[src/rtl/shm_pkg.sv]
// Shared constants and enumerations for the shared-memory request arbiter.
package shm_pkg;

   localparam int SIZE        = 16;
   localparam int WORD_SIZE   = 16;
   localparam int PAGE_SIZE   = 4;
   localparam int PAGES_COUNT = SIZE - PAGE_SIZE;

   typedef enum logic [1:0] {
      ACT_READ  = 2'd0,
      ACT_WRITE = 2'd1,
      ACT_ALLOC = 2'd2,
      ACT_FREE  = 2'd3
   } shm_action_e;

   typedef enum logic [1:0] {
      IDLE,
      ISSUE,
      WAIT,
      RESPOND
   } arb_state_e;

endpackage

[src/rtl/shm_rr_picker.sv]
// Rotating-priority encoder: returns the first pending index at or after rr_ptr,
// wrapping modulo PROC_CNT (valid for non-power-of-two requester counts).
module shm_rr_picker #(
   parameter int PROC_CNT = 4,
   localparam int IDX_W = $clog2(PROC_CNT)
) (
   input  logic [PROC_CNT-1:0] pending,
   input  logic [IDX_W-1:0]    rr_ptr,
   output logic [IDX_W-1:0]    grant,
   output logic                any_pending
);
   import shm_pkg::*;

   logic [IDX_W:0]   sum  [PROC_CNT];
   logic [IDX_W-1:0] cand [PROC_CNT];

   // cand[k] is the requester holding the k-th highest priority this cycle.
   generate
      for (genvar gi = 0; gi < PROC_CNT; gi++) begin : g_cand
         assign sum[gi]  = {1'b0, rr_ptr} + (IDX_W+1)'(gi);
         assign cand[gi] = (sum[gi] >= (IDX_W+1)'(PROC_CNT))
                           ? IDX_W'(sum[gi] - (IDX_W+1)'(PROC_CNT))
                           : sum[gi][IDX_W-1:0];
      end
   endgenerate

   always_comb begin
      grant       = '0;
      any_pending = 1'b0;
      for (int k = PROC_CNT - 1; k >= 0; k--) begin
         if (pending[cand[k]]) begin
            grant       = cand[k];
            any_pending = 1'b1;
         end
      end
   end

endmodule

[src/rtl/shm_req_arbiter.sv]
// Round-robin arbiter sharing one shared-memory core among toggle-handshake requesters.
// Optional watchdog on the core response is enabled with `define SHM_ARB_TIMEOUT_EN.
module shm_req_arbiter #(
   parameter int PROC_CNT  = 4,
   parameter int SIZE      = shm_pkg::SIZE,
   parameter int WORD_SIZE = shm_pkg::WORD_SIZE,
   parameter int PAGE_SIZE = shm_pkg::PAGE_SIZE,
`ifdef SHM_ARB_TIMEOUT_EN
   parameter int TIMEOUT_CYCLES = 64,
`endif
   localparam int PAGES_COUNT = SIZE - PAGE_SIZE,
   localparam int IDX_W = $clog2(PROC_CNT)
) (
   input  logic                   clock,
   input  logic                   reset_n,
   input  logic [0:PROC_CNT-1]    trigger,
   output logic [0:PROC_CNT-1]    ack,
   input  logic [1:0]             action   [0:PROC_CNT-1],
   input  logic [PAGES_COUNT-1:0] ptr      [0:PROC_CNT-1],
   input  logic [SIZE-1:0]        shift    [0:PROC_CNT-1],
   input  logic [WORD_SIZE-1:0]   data_in  [0:PROC_CNT-1],
   output logic [WORD_SIZE-1:0]   data_out [0:PROC_CNT-1],
   output logic [PAGES_COUNT-1:0] ptr_out  [0:PROC_CNT-1],
   output logic [0:PROC_CNT-1]    err,
   output logic                   core_req,
   output logic [1:0]             core_action,
   output logic [PAGES_COUNT-1:0] core_ptr,
   output logic [SIZE-1:0]        core_shift,
   output logic [WORD_SIZE-1:0]   core_data,
   input  logic                   core_done,
   input  logic [WORD_SIZE-1:0]   core_rdata,
   input  logic [PAGES_COUNT-1:0] core_rptr
);
   import shm_pkg::*;

   arb_state_e             state_reg, state_next;
   logic [IDX_W-1:0]       grant_reg, rr_ptr_reg, pick;
   logic [0:PROC_CNT-1]    last_trig_reg;
   logic [PROC_CNT-1:0]    pending;
   logic                   any_pending;
   logic [WORD_SIZE-1:0]   rdata_reg;
   logic [PAGES_COUNT-1:0] rptr_reg;
   logic                   expired;
   logic                   timed_out;

   generate
      for (genvar gi = 0; gi < PROC_CNT; gi++) begin : g_pend
         assign pending[gi] = trigger[gi] ^ last_trig_reg[gi];
      end
   endgenerate

   shm_rr_picker #(.PROC_CNT(PROC_CNT)) u_picker (
      .pending     (pending),
      .rr_ptr      (rr_ptr_reg),
      .grant       (pick),
      .any_pending (any_pending)
   );

`ifdef SHM_ARB_TIMEOUT_EN
   localparam int TO_W = $clog2(TIMEOUT_CYCLES + 1);

   logic [TO_W-1:0] to_cnt_reg;
   logic            timed_out_reg;

   assign expired   = (state_reg == WAIT) && !core_done &&
                      (to_cnt_reg == TO_W'(TIMEOUT_CYCLES - 1));
   assign timed_out = timed_out_reg;

   always_ff @(posedge clock or negedge reset_n) begin
      if (!reset_n) begin
         to_cnt_reg    <= '0;
         timed_out_reg <= 1'b0;
         err           <= '0;
      end else begin
         unique case (state_reg)
            ISSUE: begin
               to_cnt_reg    <= '0;
               timed_out_reg <= 1'b0;
            end
            WAIT: begin
               to_cnt_reg <= to_cnt_reg + 1'b1;
               if (expired) timed_out_reg <= 1'b1;
            end
            RESPOND: err[grant_reg] <= timed_out_reg;
            default: ;
         endcase
      end
   end
`else
   assign expired   = 1'b0;
   assign timed_out = 1'b0;
   assign err       = '0;
`endif

   always_ff @(posedge clock or negedge reset_n) begin
      if (!reset_n) state_reg <= IDLE;
      else          state_reg <= state_next;
   end

   always_comb begin
      state_next = state_reg;
      unique case (state_reg)
         IDLE:    if (any_pending) state_next = ISSUE;
         ISSUE:   state_next = core_done ? RESPOND : WAIT;
         WAIT:    if (core_done || expired) state_next = RESPOND;
         RESPOND: state_next = IDLE;
         default: state_next = IDLE;
      endcase
   end

   always_ff @(posedge clock or negedge reset_n) begin
      if (!reset_n) begin
         core_req      <= 1'b0;
         core_action   <= '0;
         core_ptr      <= '0;
         core_shift    <= '0;
         core_data     <= '0;
         grant_reg     <= '0;
         rr_ptr_reg    <= '0;
         last_trig_reg <= '0;
         ack           <= '0;
         rdata_reg     <= '0;
         rptr_reg      <= '0;
         for (int i = 0; i < PROC_CNT; i++) begin
            data_out[i] <= '0;
            ptr_out[i]  <= '0;
         end
      end else begin
         core_req <= 1'b0;
         unique case (state_reg)
            IDLE: begin
               if (any_pending) begin
                  grant_reg   <= pick;
                  core_req    <= 1'b1;
                  core_action <= action[pick];
                  core_ptr    <= ptr[pick];
                  core_shift  <= shift[pick];
                  core_data   <= data_in[pick];
               end
            end
            // Core results are only guaranteed alongside the done pulse.
            ISSUE, WAIT: begin
               if (core_done) begin
                  rdata_reg <= core_rdata;
                  rptr_reg  <= core_rptr;
               end
            end
            RESPOND: begin
               if (!timed_out && core_action == ACT_READ)  data_out[grant_reg] <= rdata_reg;
               if (!timed_out && core_action == ACT_ALLOC) ptr_out[grant_reg]  <= rptr_reg;
               ack[grant_reg]           <= ~ack[grant_reg];
               last_trig_reg[grant_reg] <= trigger[grant_reg];
               rr_ptr_reg <= (grant_reg == IDX_W'(PROC_CNT - 1)) ? '0 : grant_reg + 1'b1;
            end
            default: ;
         endcase
      end
   end

endmodule

[config.mk]
export PLATFORM = sky130hd
export DESIGN_NAME = shm_req_arbiter
export DESIGN_NICKNAME = d
export VERILOG_FILES = /design/src/rtl/shm_pkg.sv /design/src/rtl/shm_rr_picker.sv /design/src/rtl/shm_req_arbiter.sv
export SDC_FILE = /design/constraint.sdc
export NUM_CORES = 1
export LEC_CHECK = 0
export ABC_CLOCK_PERIOD_IN_PS = 3650
export CORE_AREA = 2 2 149 151
export CTS_CLUSTER_DIAMETER = 80
export CTS_CLUSTER_SIZE = 8
export DETAILED_ROUTE_END_ITERATION = 10
export DIE_AREA = 0 0 151 153
export PLACE_DENSITY_LB_ADDON = 0.25
export SETUP_SLACK_MARGIN = 0.5
export SLEW_MARGIN = 20
export SYNTH_ARGS = -nofsm -noshare
export SYNTH_HDL_FRONTEND = slang
export SYNTH_SLANG_ARGS = --single-unit
[constraint.sdc]
create_clock -name clock -period 3.65 [get_ports clock]
set_input_delay 1.095 -clock clock [delete_from_list [all_inputs] [get_ports clock]]
set_output_delay 1.095 -clock clock [all_outputs]
set_load 0.02 [all_outputs]
# After elaboration in Yosys (flattened, before gate mapping)
# Index checks and enable logic that the tools add are counted.
[word_totals]
reg_bits = 201
in_bits = 219
out_inout_bits = 167
word_cells = 117
[classes]
addsub = 8
magnitude_cmp = 11
n_eq_ne = 7
mux = 55
n_bitwise = 7
reduce_logical = 9
[op_table]
columns = ["op", "n"]
rows = [
  ["$mux 16", 5],
  ["$bmux 16 s2", 2],
  ["$bwmux 64", 1],
  ["$bwmux 48", 1],
  ["$mux 12", 3],
  ["$demux 16 s2", 1],
  ["$mux 2", 13],
  ["$bmux 12 s2", 1],
  ["$demux 12 s2", 1],
  ["$mux 1", 16],
  ["$ge 3x3->1 const B", 5],
  ["$bmux 1 s2", 6],
  ["$lt 2x3->1 const B", 4],
  ["$reduce_and 2->1", 5],
  ["$bwmux 4", 2],
  ["$eq 2x2->1 const B", 4],
  ["$pmux 2 s4", 1],
  ["$sub 2x1->2 const B", 4],
  ["$add 2x2->3 const B", 2],
  ["$not 2->3", 2],
  ["$bmux 2 s2", 1],
  ["$logic_not 2->1", 2],
  ["$ne 2x2->1 const B", 2],
  ["$xor 1x1->1", 4],
  ["9 further kinds", 9],
]

# Logic depth before layout (Yosys ltp)
# Gate-level depths: netlist of the first run.
[logic_depth]
word_depth = 13
depth_mapped = 7
ltp_nobuf = 6

# Cells and area by module
# From an unflattened synthesis of the first run, not the netlist that was laid out.
[hier_totals]
hier_cells = 647
area_unflattened_um2 = 9088.7
[modules_own_cells]
columns = ["mod", "instances", "cells_per_inst", "area_each_um2", "seq_area_each_um2"]
rows = [
  ["shm_req_arbiter", 1, 634, 9011.1, 5029.8],
  ["shm_rr_picker", 1, 13, 77.6, 0.0],
]

# Worst setup path after synthesis of the first run
# Ideal clock, no wire load.
[synth_path]
path_kind = "input to register"
from = "input port trigger[2] (netlist bit)"
to = "register core_data[13]"
setup_ns = 0.132
arrival_time_ns = 2.362
required_ns = 3.518
setup_slack_ns = 1.156
cell_stages = 7
cell_sequence = "xnor2_2 -> a21oi_1 -> a22oi_2 -> buf_4 -> clkbuf_4 -> mux2i_1 -> o221ai_2"
[synth_between]
elab_chain_len = 11
elab_cells_between_ends = 22
[synth_rtl]
columns = ["item", "line_no", "text"]
rows = [
  ["start: declaration", "shm_req_arbiter.sv:16", "input logic [0:PROC_CNT-1] trigger,"],
  ["$xor 1x1->1 *", "shm_req_arbiter.sv:48", "assign pending[gi] = trigger[gi] ^ last_trig_reg[gi];"],
  ["$bmux 1 s2", "shm_rr_picker.sv:31", "if (pending[cand[k]]) begin"],
  ["$mux 1 (implied by the code)", "shm_rr_picker.sv:31", ""],
  ["$mux 2 (4 in series)", "shm_rr_picker.sv:31", ""],
  ["$not 2->3 (implied by the code)", "shm_req_arbiter.sv:138", "core_data <= data_in[pick];"],
  ["$bmux 16 s2", "shm_req_arbiter.sv:138", ""],
  ["$mux 16 (implied by the code) (2 in series)", "shm_req_arbiter.sv:138", ""],
  ["end signal: assignment", "shm_req_arbiter.sv:138", ""],
  ["end: declaration", "shm_req_arbiter.sv:29", "output logic [WORD_SIZE-1:0] core_data,"],
]
# Every way passes the cells marked *; elsewhere a longest branch is shown, timed or not. The select of a mux whose other input is x is not followed.
# A chain may end at the register's enable or synchronous reset.

# Worst setup path in the final report of the first run
[layout_path]
from = "register core_action[1]"
to = "output port core_action[1]"
[layout_rtl]
columns = ["item", "line_no", "text"]
rows = [
  ["start: declaration", "shm_req_arbiter.sv:26", "output logic [1:0] core_action,"],
  ["start signal: assignment", "shm_req_arbiter.sv:135", "core_action <= action[pick];"],
]
# No word-level cell between the ends.

==> results.cfg, run 1 <==
[critical_path]
crit_path_max_fanout = 7
cp.depth = 1
endpoint_kind = primary output
cpMaxStageDelayCell = clkdlybuf4s50_1
r2r-start = last_trig_reg[2]
crit_buf_inv = 1
cp_top_family = buffers and inverters
cp_slowest_stage_delay_ns = 0.78
path_cells = clkdlybuf4s50_1
rr_worst_depth = 7
crit_arrival_ns = 1.85
ff2ff_setup_slack_ns = 1.45
start_kind = register
r2r-end = core_shift[4]
required_ns = 2.55
worstSetupPathType = reg -> out

[place]
gp_congestion = 0.903
hpwl_um = 21200
dp.cells = 1286
pre_cts_ws_ns = 0.277
numPortBuffers = 381
placed_area_um2 = 13300

[synth]
synth_compound_area_frac = 0.0766
yosys.area_share.adder = 0.0124
ys_ff_latch = 201
synthMuxAreaShare = 0.286
yosys_warnings = 0
syn-cell-area_um2 = 9120
yosys.area_share.simple = 0.0364
ys_seq_area_frac = 0.552
synthDistinctLibCells = 35
synthCells = 641
yosys.area_share.xor_xnor = 0.00563
synth_top_family_by_area = multiplexers
synth.avg_cell_area_um2 = 14.2

[final_layout]
regMostFlops = data_out
final_nets = 1265
fin_util = 0.653
largestRegisters = data_out: 64 flops, ptr_out: 48 flops
design_area_um2 = 14000
final_common_cell = clkdlybuf4s50_1
stdcell_count = 1319
nFillCells = 1638
area_growth_pct = 53.9
layout-drive-gt1-share = 0.232
largest_reg_flops = 64
final_cell_mix = 380 x clkdlybuf4s50_1, 201 x dfrtp_1, 146 x mux2_2

[clock_tree]
root_buffer = clkbuf_16
cts_sinks = 201
cts.path.max_buffers = 3
cts_repair_resize_count = 0
cts_hold_buf = 0
cts_tree = yes
clk_pin_slew_ns = 0.06
htree_levels = 1
clk_latency_ns = 0.54
numCtsBuffers = 29
postCtsSetupRepairBufs = 0

[hold_path]
min_from = core_data[12]
hold_class = reg -> reg
hold_path_depth = 2
whs_endpoint = core_data[12]

[sta]
slew_headroom = 0.474
setup_tns_ns = 0
clock_skew_ns = 0.0120
fin_crit_sh = 0.806
rsz0062_at_grt = false
hold_violations = 0
finalWorstSetupSlack_ns = 0.709
slew_violations = 0
tightestPinTransition_ns = 0.787
finalCriticalPeriod_ns = 2.94
setup_violations = 0
max_freq_mhz = 340

[power]
ir_drop_uv = 595
power.density_nw_per_um2 = 957
p_leak_nw = 6.20

[die]
num_io_pins = 386
rows = 54
fp.dieH_um = 153
initial_utilization = 0.424
die_area_um2 = 23100
coreArea_um2 = 21500
die_w_um = 151

[global_routing]
grt_pass1_wl_um = 43300
grt_max_degree = 71
overflow = 0
grt_pass1_vias = 7289
antenna_found_initial = 0
grt.total_usage = 0.245

[detailed_routing]
top_layer = met4
routed-wl-met3_um = 2320
vias = 6899
wl_per_cell_um = 21.9
drtPass1Iterations = 4
drt_wl_total_um = 28900
drtAntennaViolNets = 0
met1_length_um = 11700
avgViaCountPerCell = 5.23
drtIter0Drc = 242
met2WireLength_um = 14100
drc = 0

[run]
maxCapViolations = 0

[status]
status = completed
==> synth_stat cells <==
cell type,count,share of area
a41oi_1,1,0.00096
o22ai_1,2,0.0014
nand3_2,1,0.0011
o221ai_1,17,0.016
a21oi_1,1,0.00055
dfrtp_1,201,0.55
clkbuf_4,3,0.0025
a21o_1,2,0.0016
mux2i_1,92,0.10
mux2_2,146,0.18
nor2_1,2,0.00082
inv_2,1,0.00041
o221ai_2,29,0.048
mux4_2,2,0.0049
nand4bb_1,1,0.0012
nor3_2,4,0.0044
buf_6,4,0.0049
xnor2_2,1,0.0018
conb_1,1,0.00041
a211oi_1,1,0.00082
o21ai_0,9,0.0049
buf_2,14,0.0077
nand2_1,58,0.024
a22oi_2,1,0.0014
xor2_1,2,0.0019
ha_1,9,0.012
xnor2_1,2,0.0019
inv_1,5,0.0021
a22oi_1,1,0.00082
nor2b_1,2,0.0014
clkbuf_1,7,0.0029
buf_4,12,0.0099
nand3_1,4,0.0022
buf_1,1,0.00041
or3_1,2,0.0014
==> routing by layer <==
metal | vias up | track usage
met3 | 48 | 0.0675
met1 | 3462 | 0.310
met2 | 248 | 0.412
met5 | - | 0
li1 | 3141 | -
met4 | 0 | 0.0708
==> worst max-delay path by stage <==
stage                   startpoint        endpoint  slack (ns)
floorplan               trigger[2]   core_data[13]        1.16
global placement        trigger[3]    core_data[3]        0.39
detailed placement      trigger[1]   core_shift[4]        0.28
CTS                 core_action[0]  core_action[0]        0.67
global route        core_action[0]  core_action[0]        0.65
finish              core_action[1]  core_action[1]        0.71
==> per-stage QoR <==
step / power (mW) / hold WS, ns
global placement: 11.0 / 0.472
floorplan: 8.24 / 0.500
global route: 14.2 / 0.508
CTS: 13.6 / 0.487
detailed placement: 11.2 / 0.469
finish: 13.4 / 0.485
==> worst register-to-register path, delay by kind of cell (launching register included) <==
kind,cells,cell delay [ns]
flops,1,0.41
compound gates,3,0.50
xor+xnor,1,0.29
buf+inv,2,0.60
mux,1,0.27
==> power breakdown <==
part	switching, mW	total (mW)	leakage, nW	internal [mW]
Combinational	3.51	7.07	3.32	3.56
Sequential	0.733	4.04	2.51	3.31
Clock	0.930	2.33	0.372	1.40
==> logic make-up after synthesis <==
| family | Yosys count |
|---|---|
| flip-flops | 201 |
| multiplexers | 240 |
| buffers and inverters | 47 |
| AO/OA/AOI/OAI | 64 |
| adder cells (fa/ha/maj) | 9 |
| AND/OR/NAND/NOR | 74 |
| other | 1 |
| XOR/XNOR | 5 |
==> cell type report <==
class | instances | area, µm² | share of cell area
clock buffer | 30 | 729 | 0.0520
multi-input combinational | 396 | 3820 | 0.272
tap | 280 | 350 | 0.0250
antenna | 1 | 2.50 | 0.000178
clock inverter | 2 | 28.8 | 0.00205
sequential | 201 | 5030 | 0.358
inverter | 6 | 22.5 | 0.00161
timing repair buffer | 403 | 4050 | 0.288
No activity file was read; power rests on OpenSTA's default activity.
==> run 2, diff against run 1 <==
--- a/config.mk
+++ b/config.mk
@@ -5,7 +5,7 @@
 export SDC_FILE = /design/constraint.sdc
 export NUM_CORES = 1
 export LEC_CHECK = 0
-export ABC_CLOCK_PERIOD_IN_PS = 3650
+export ABC_CLOCK_PERIOD_IN_PS = 2850
 export CORE_AREA = 2 2 149 151
 export CTS_CLUSTER_DIAMETER = 80
 export CTS_CLUSTER_SIZE = 8
==> constraint.sdc (replaced) <==
create_clock -name clock -period 2.85 [get_ports clock]
set_input_delay 0.855 -clock clock [delete_from_list [all_inputs] [get_ports clock]]
set_output_delay 0.855 -clock clock [all_outputs]
set_load 0.02 [all_outputs]
==> run 2 against run 1 <==
Compared with the run above:
- sequential cell count stayed put
- utilization is 1.5 points higher
- design area is 2.2% higher
- global-route usage is 0.97 points higher
- worst setup slack worse by 0.18 ns
- register-to-register slack worse by 0.71 ns
- first-iteration DRC count is 14% higher
- critical path depth stayed put
- final cell count is 1.5% higher
- combinational power is 31% higher
- count of clock-buffer cells in the layout stayed put
- sequential share of layout area is 0.78 points lower
==> results.cfg, run 2 (synthesized netlist as in run 1, its figures left out) <==
[sta]
finalWorstSetupSlack_ns = 0.531
finalCriticalPeriod_ns = 2.32
slew_violations = 0
clock_skew_ns = 0.0229
rsz0062_at_grt = false
setup_violations = 0
setup_tns_ns = 0
hold_violations = 0
fin_crit_sh = 0.814
tightestPinTransition_ns = 0.770
max_freq_mhz = 431
slew_headroom = 0.485

[critical_path]
cp_slowest_stage_delay_ns = 0.60
cpMaxStageDelayCell = clkdlybuf4s50_1
start_kind = register
crit_buf_inv = 1
worstSetupPathType = reg -> out
endpoint_kind = primary output
crit_path_max_fanout = 2
required_ns = 2.00
cp_top_family = buffers and inverters
path_cells = clkdlybuf4s50_1
crit_arrival_ns = 1.46

[run]
maxCapViolations = 0

[final_layout]
area_growth_pct = 57.3
nFillCells = 1657
regMostFlops = data_out
layout-drive-gt1-share = 0.259
final_cell_mix = 219 x clkdlybuf4s50_1, 200 x dfrtp_1, 146 x mux2_2
final_nets = 1286
antenna_cells = 0
largest_reg_flops = 64
largestRegisters = data_out: 64 flops, ptr_out: 48 flops
final_common_cell = clkdlybuf4s50_1
design_area_um2 = 14300

[clock_tree]
cts_tree = yes
cts_sinks = 201
root_buffer = clkbuf_16
cts.path.max_buffers = 3
cts_hold_buf = 0
numCtsBuffers = 29
htree_levels = 1
clk_latency_ns = 0.53
clk_pin_slew_ns = 0.05

[place]
pre_cts_ws_ns = -0.159
hpwl_um = 21700
gp_congestion = 0.929
placed_area_um2 = 13400
numPortBuffers = 381

[global_routing]
overflow = 0
grt_max_degree = 61
grt_pass1_vias = 7500
grt_pass1_wl_um = 44700
grt.total_usage = 0.255
antenna_found_initial = 0

[power]
p_leak_nw = 7.30
power.density_nw_per_um2 = 1210
ir_drop_uv = 675
total_power_mw = 17.3

[detailed_routing]
avgViaCountPerCell = 5.23
met2WireLength_um = 14800
drt_wl_total_um = 29900
drtIter0Drc = 276
met1_length_um = 11600
routed-wl-met3_um = 2590
top_layer = met4
wl_per_cell_um = 22.4
drtPass1Iterations = 4
vias = 7003
drtAntennaViolNets = 0
drc = 0

[die]
fp.dieH_um = 153
num_io_pins = 386
coreArea_um2 = 21500
die_area_um2 = 23100
die_w_um = 151
initial_utilization = 0.424
rows = 54

[status]
status = completed

[hold_path]
hold_class = in -> async
-- run 2: changes by cell type in the layout (fill, tap and decap cells not counted), sizes merged --
cell and change:
buf +19, bufbuf +2, clkbuf +1, clkdlybuf4s50 -161, diode -1, dlygate4sd2 +113, dlymetal6s2s +47
-- run 2: per-stage QoR --
step | instances | util | hold WS, ns
final | 1339 | 0.668 | 0.319
after global routing | 1339 | 0.668 | 0.348
after CTS | 1339 | 0.661 | 0.321
after detailed placement | 1300 | 0.625 | 0.474
after global placement | 1300 | 0.625 | 0.467
after floorplan | 644 | - | 0.500
-- run 2: cell type report --
type	count	area (µm²)	share of cell area
clock inverter	2	17.5	0.00122
timing repair buffer	424	4310	0.300
clock buffer	30	729	0.0508
sequential	201	5030	0.351
tap	280	350	0.0244
inverter	6	22.5	0.00157
multi-input combinational	396	3890	0.271
-- run 2: report_power, final --
| group | leakage (nW) | switching (mW) | internal (mW) |
|---|---|---|---|
| clock network | 0.367 | 1.15 | 1.78 |
| registers | 2.51 | 0.916 | 4.24 |
| logic | 4.42 | 4.69 | 4.55 |
-- run 2: per-layer routing --
metal  vias to the layer above  global-route usage
met5                         -                   0
met4                         0              0.0828
met1                      3495               0.316
met2                       276               0.433
met3                        55              0.0669
li1                       3177                   -
-- run 2: path summary, 6_finish.rpt --
check	slack [ns]	to	startpoint	depth (start not counted)
setup reg to reg	0.74	ptr_out[41]	core_action[1]	3
setup / recovery	0.53	ptr_out[29]	ptr_out[29]	1
max in group asynchronous	1.83	data_out[46]	reset_n	2
hold reg to reg	0.48	core_data[9]	core_data[9]	2
hold / removal	0.32	ptr_out[17]	reset_n	1
min in group clock	0.48	core_data[9]	core_data[9]	2
-- run 2: repair_timing --
item / 4_1_cts / 5_1_grt
gates resized for setup: 123 / 55
pin swaps: 5 / 2
buffers inserted: 4 / 0
setup endpoints to repair: 139 / 76
cloned: 3 / 0
==> run 3, diff against run 2 <==
--- a/config.mk
+++ b/config.mk
@@ -5,12 +5,12 @@
 export SDC_FILE = /design/constraint.sdc
 export NUM_CORES = 1
 export LEC_CHECK = 0
-export ABC_CLOCK_PERIOD_IN_PS = 2850
-export CORE_AREA = 2 2 149 151
+export ABC_CLOCK_PERIOD_IN_PS = 2000
+export CORE_MARGIN = 1
+export CORE_UTILIZATION = 39
 export CTS_CLUSTER_DIAMETER = 80
 export CTS_CLUSTER_SIZE = 8
 export DETAILED_ROUTE_END_ITERATION = 10
-export DIE_AREA = 0 0 151 153
 export PLACE_DENSITY_LB_ADDON = 0.25
 export SETUP_SLACK_MARGIN = 0.5
 export SLEW_MARGIN = 20
==> constraint.sdc (replaced) <==
create_clock -name clock -period 2 [get_ports clock]
set_input_delay 0.6 -clock clock [delete_from_list [all_inputs] [get_ports clock]]
set_output_delay 0.6 -clock clock [all_outputs]
set_load 0.02 [all_outputs]
==> run 3 against run 2 <==
Compared with the run above:
- the run now ends with setup timing left
- critical path depth is 7 higher
- sequential power rose by 53%
- die area up 3.9%
- design area up 19%
==> results.cfg, run 3 (synthesized netlist as in run 1, its figures left out) <==
[detailed_routing]
avgViaCountPerCell = 5.11
drtIter0Drc = 299
drtAntennaViolNets = 0
wl_per_cell_um = 22.6
drc = 0
vias = 7849
drt_wl_total_um = 34700
drtPass1Iterations = 4

[critical_path]
rr_worst_depth = 8
cp_top_family = buffers and inverters
path_cells = xnor2_4, o21ai_1, a22oi_2, buf_6, buf_12, buf_16, mux2i_1, o221ai_2
crit_buf_inv = 3
crit_arrival_ns = 2.58
start_kind = register
r2r-end = core_data[7]
ff2ff_setup_slack_ns = -0.20
cpMaxStageDelayCell = dfrtp_2
r2r-start = last_trig_reg[2]
required_ns = 2.38
cp_slowest_stage_delay_ns = 0.44
crit_path_max_fanout = 12
endpoint_kind = register
worstSetupPathType = reg -> reg

[place]
numPortBuffers = 381
pre_cts_ws_ns = -0.776
gp_congestion = 0.903
hpwl_um = 21000
dp.cells = 1354

[final_layout]
stdcell_count = 1535
largestRegisters = data_out: 64 flops, ptr_out: 48 flops
area_growth_pct = 88.0
final_cell_mix = 213 x clkdlybuf4s50_1, 192 x dfrtp_1, 182 x buf_6
final_common_cell = clkdlybuf4s50_1
layout-drive-gt1-share = 0.548
largest_reg_flops = 64
regMostFlops = data_out
nFillCells = 1387
final_nets = 1446

[status]
violations = setup timing
status = finished with violations

[clock_tree]
cts_tree = yes
cts_hold_buf = 0
clk_pin_slew_ns = 0.06
htree_levels = 1
cts_sinks = 201
clk_latency_ns = 0.54
cts.path.max_buffers = 3
numCtsBuffers = 29
root_buffer = clkbuf_16

[run]
maxCapViolations = 0

[die]
num_io_pins = 386
fp.dieH_um = 155
coreArea_um2 = 22800
die_w_um = 155
rows = 55
die_area_um2 = 24000
initial_utilization = 0.400

[global_routing]
grt_max_degree = 47
grt_pass1_vias = 8122
overflow = 0
grt.total_usage = 0.254
antenna_found_initial = 2
grt_pass1_wl_um = 46900

[power]
total_power_mw = 31.7
power.density_nw_per_um2 = 1850
ir_drop_uv = 1210
p_leak_nw = 7.96

[sta]
setup_violations = 30
hold_violations = 0
slew_violations = 0
finalCriticalPeriod_ns = 2.20
fin_crit_sh = 1.10
finalWorstSetupSlack_ns = -0.203
clock_skew_ns = 0.0208
setup_tns_ns = -0.628
max_freq_mhz = 454
rsz0062_at_grt = true

[hold_path]
hold_class = in -> async
## run 3: cell types whose count changed in the layout (fill, tap and decap cells not counted), moves of 47 or more
cell / previous run / this run
dlymetal6s2s_1: 47 / 0
mux2_4: 0 / 89
mux2_2: 146 / 57
buf_4: 30 / 145
buf_6: 0 / 182
dlygate4sd2_1: 113 / 4
## run 3: cell type report
class                   count  area, µm²  area share
repair buffers            584       6140       0.358
clock inverters             2       28.8     0.00168
well taps                 313        392      0.0229
flip-flops and latches    201       5040       0.294
clock buffers              31        733      0.0428
multi-input cells         396       4760       0.278
diodes                      2       5.00    0.000292
inverters                   6       35.0     0.00204
## run 3: metal layers
| layer | track usage | part of all wire | vias up | wire, µm |
|---|---|---|---|---|
| li1 | - | - | 3506 | - |
| met5 | 0 | 0 | - | 0 |
| met1 | 0.311 | 0.39 | 3975 | 13500 |
| met2 | 0.427 | 0.51 | 302 | 17500 |
| met4 | 0.0886 | 0.031 | 0 | 1070 |
| met3 | 0.0744 | 0.074 | 66 | 2590 |
## run 3: power by group
group | switching, mW | internal [mW] | total [mW]
logic | 8.39 | 11.2 | 19.6
registers | 1.79 | 6.06 | 7.86
clock network | 1.71 | 2.56 | 4.27
## run 3: timing repair
item                                    in CTS  in global routing
gates resized for setup                    915                241
buffers inserted                            64                 69
endpoints found under the setup margin     355                356
pin swaps                                    7                 17
gates cloned                                 2                 11
## run 3: worst register-to-register path, delay by kind of cell (launching register included)
| kind | cells | cell delay, ns |
|---|---|---|
| muxes | 1 | 0.38 |
| DFF | 1 | 0.44 |
| AOI/OAI and AO/OA | 3 | 0.47 |
| buffers and inverters | 3 | 0.49 |
| xor gates and xnor gates | 1 | 0.26 |
## run 3: per-stage QoR
stage | utilization | instance area, µm² | hold WS, ns
floorplan | - | 9760 | 0.304
global placement | 0.622 | 14200 | 0.470
detailed placement | 0.622 | 14200 | 0.477
CTS | 0.692 | 15800 | 0.0185
global route | 0.752 | 17100 | 0.0306
finish | 0.752 | 17100 | 0.00829
## run 3: worst max-delay path by stage
stage / from / to / depth (start not counted)
2_1_floorplan: trigger[0] / core_shift[10] / 7
3_3_place_gp: trigger[0] / core_action[1] / 8
3_5_place_dp: trigger[0] / core_action[1] / 8
4_1_cts: last_trig_reg[2] / core_action[1] / 9
5_1_grt: last_trig_reg[2] / core_data[7] / 8
6_report: last_trig_reg[2] / core_data[7] / 8
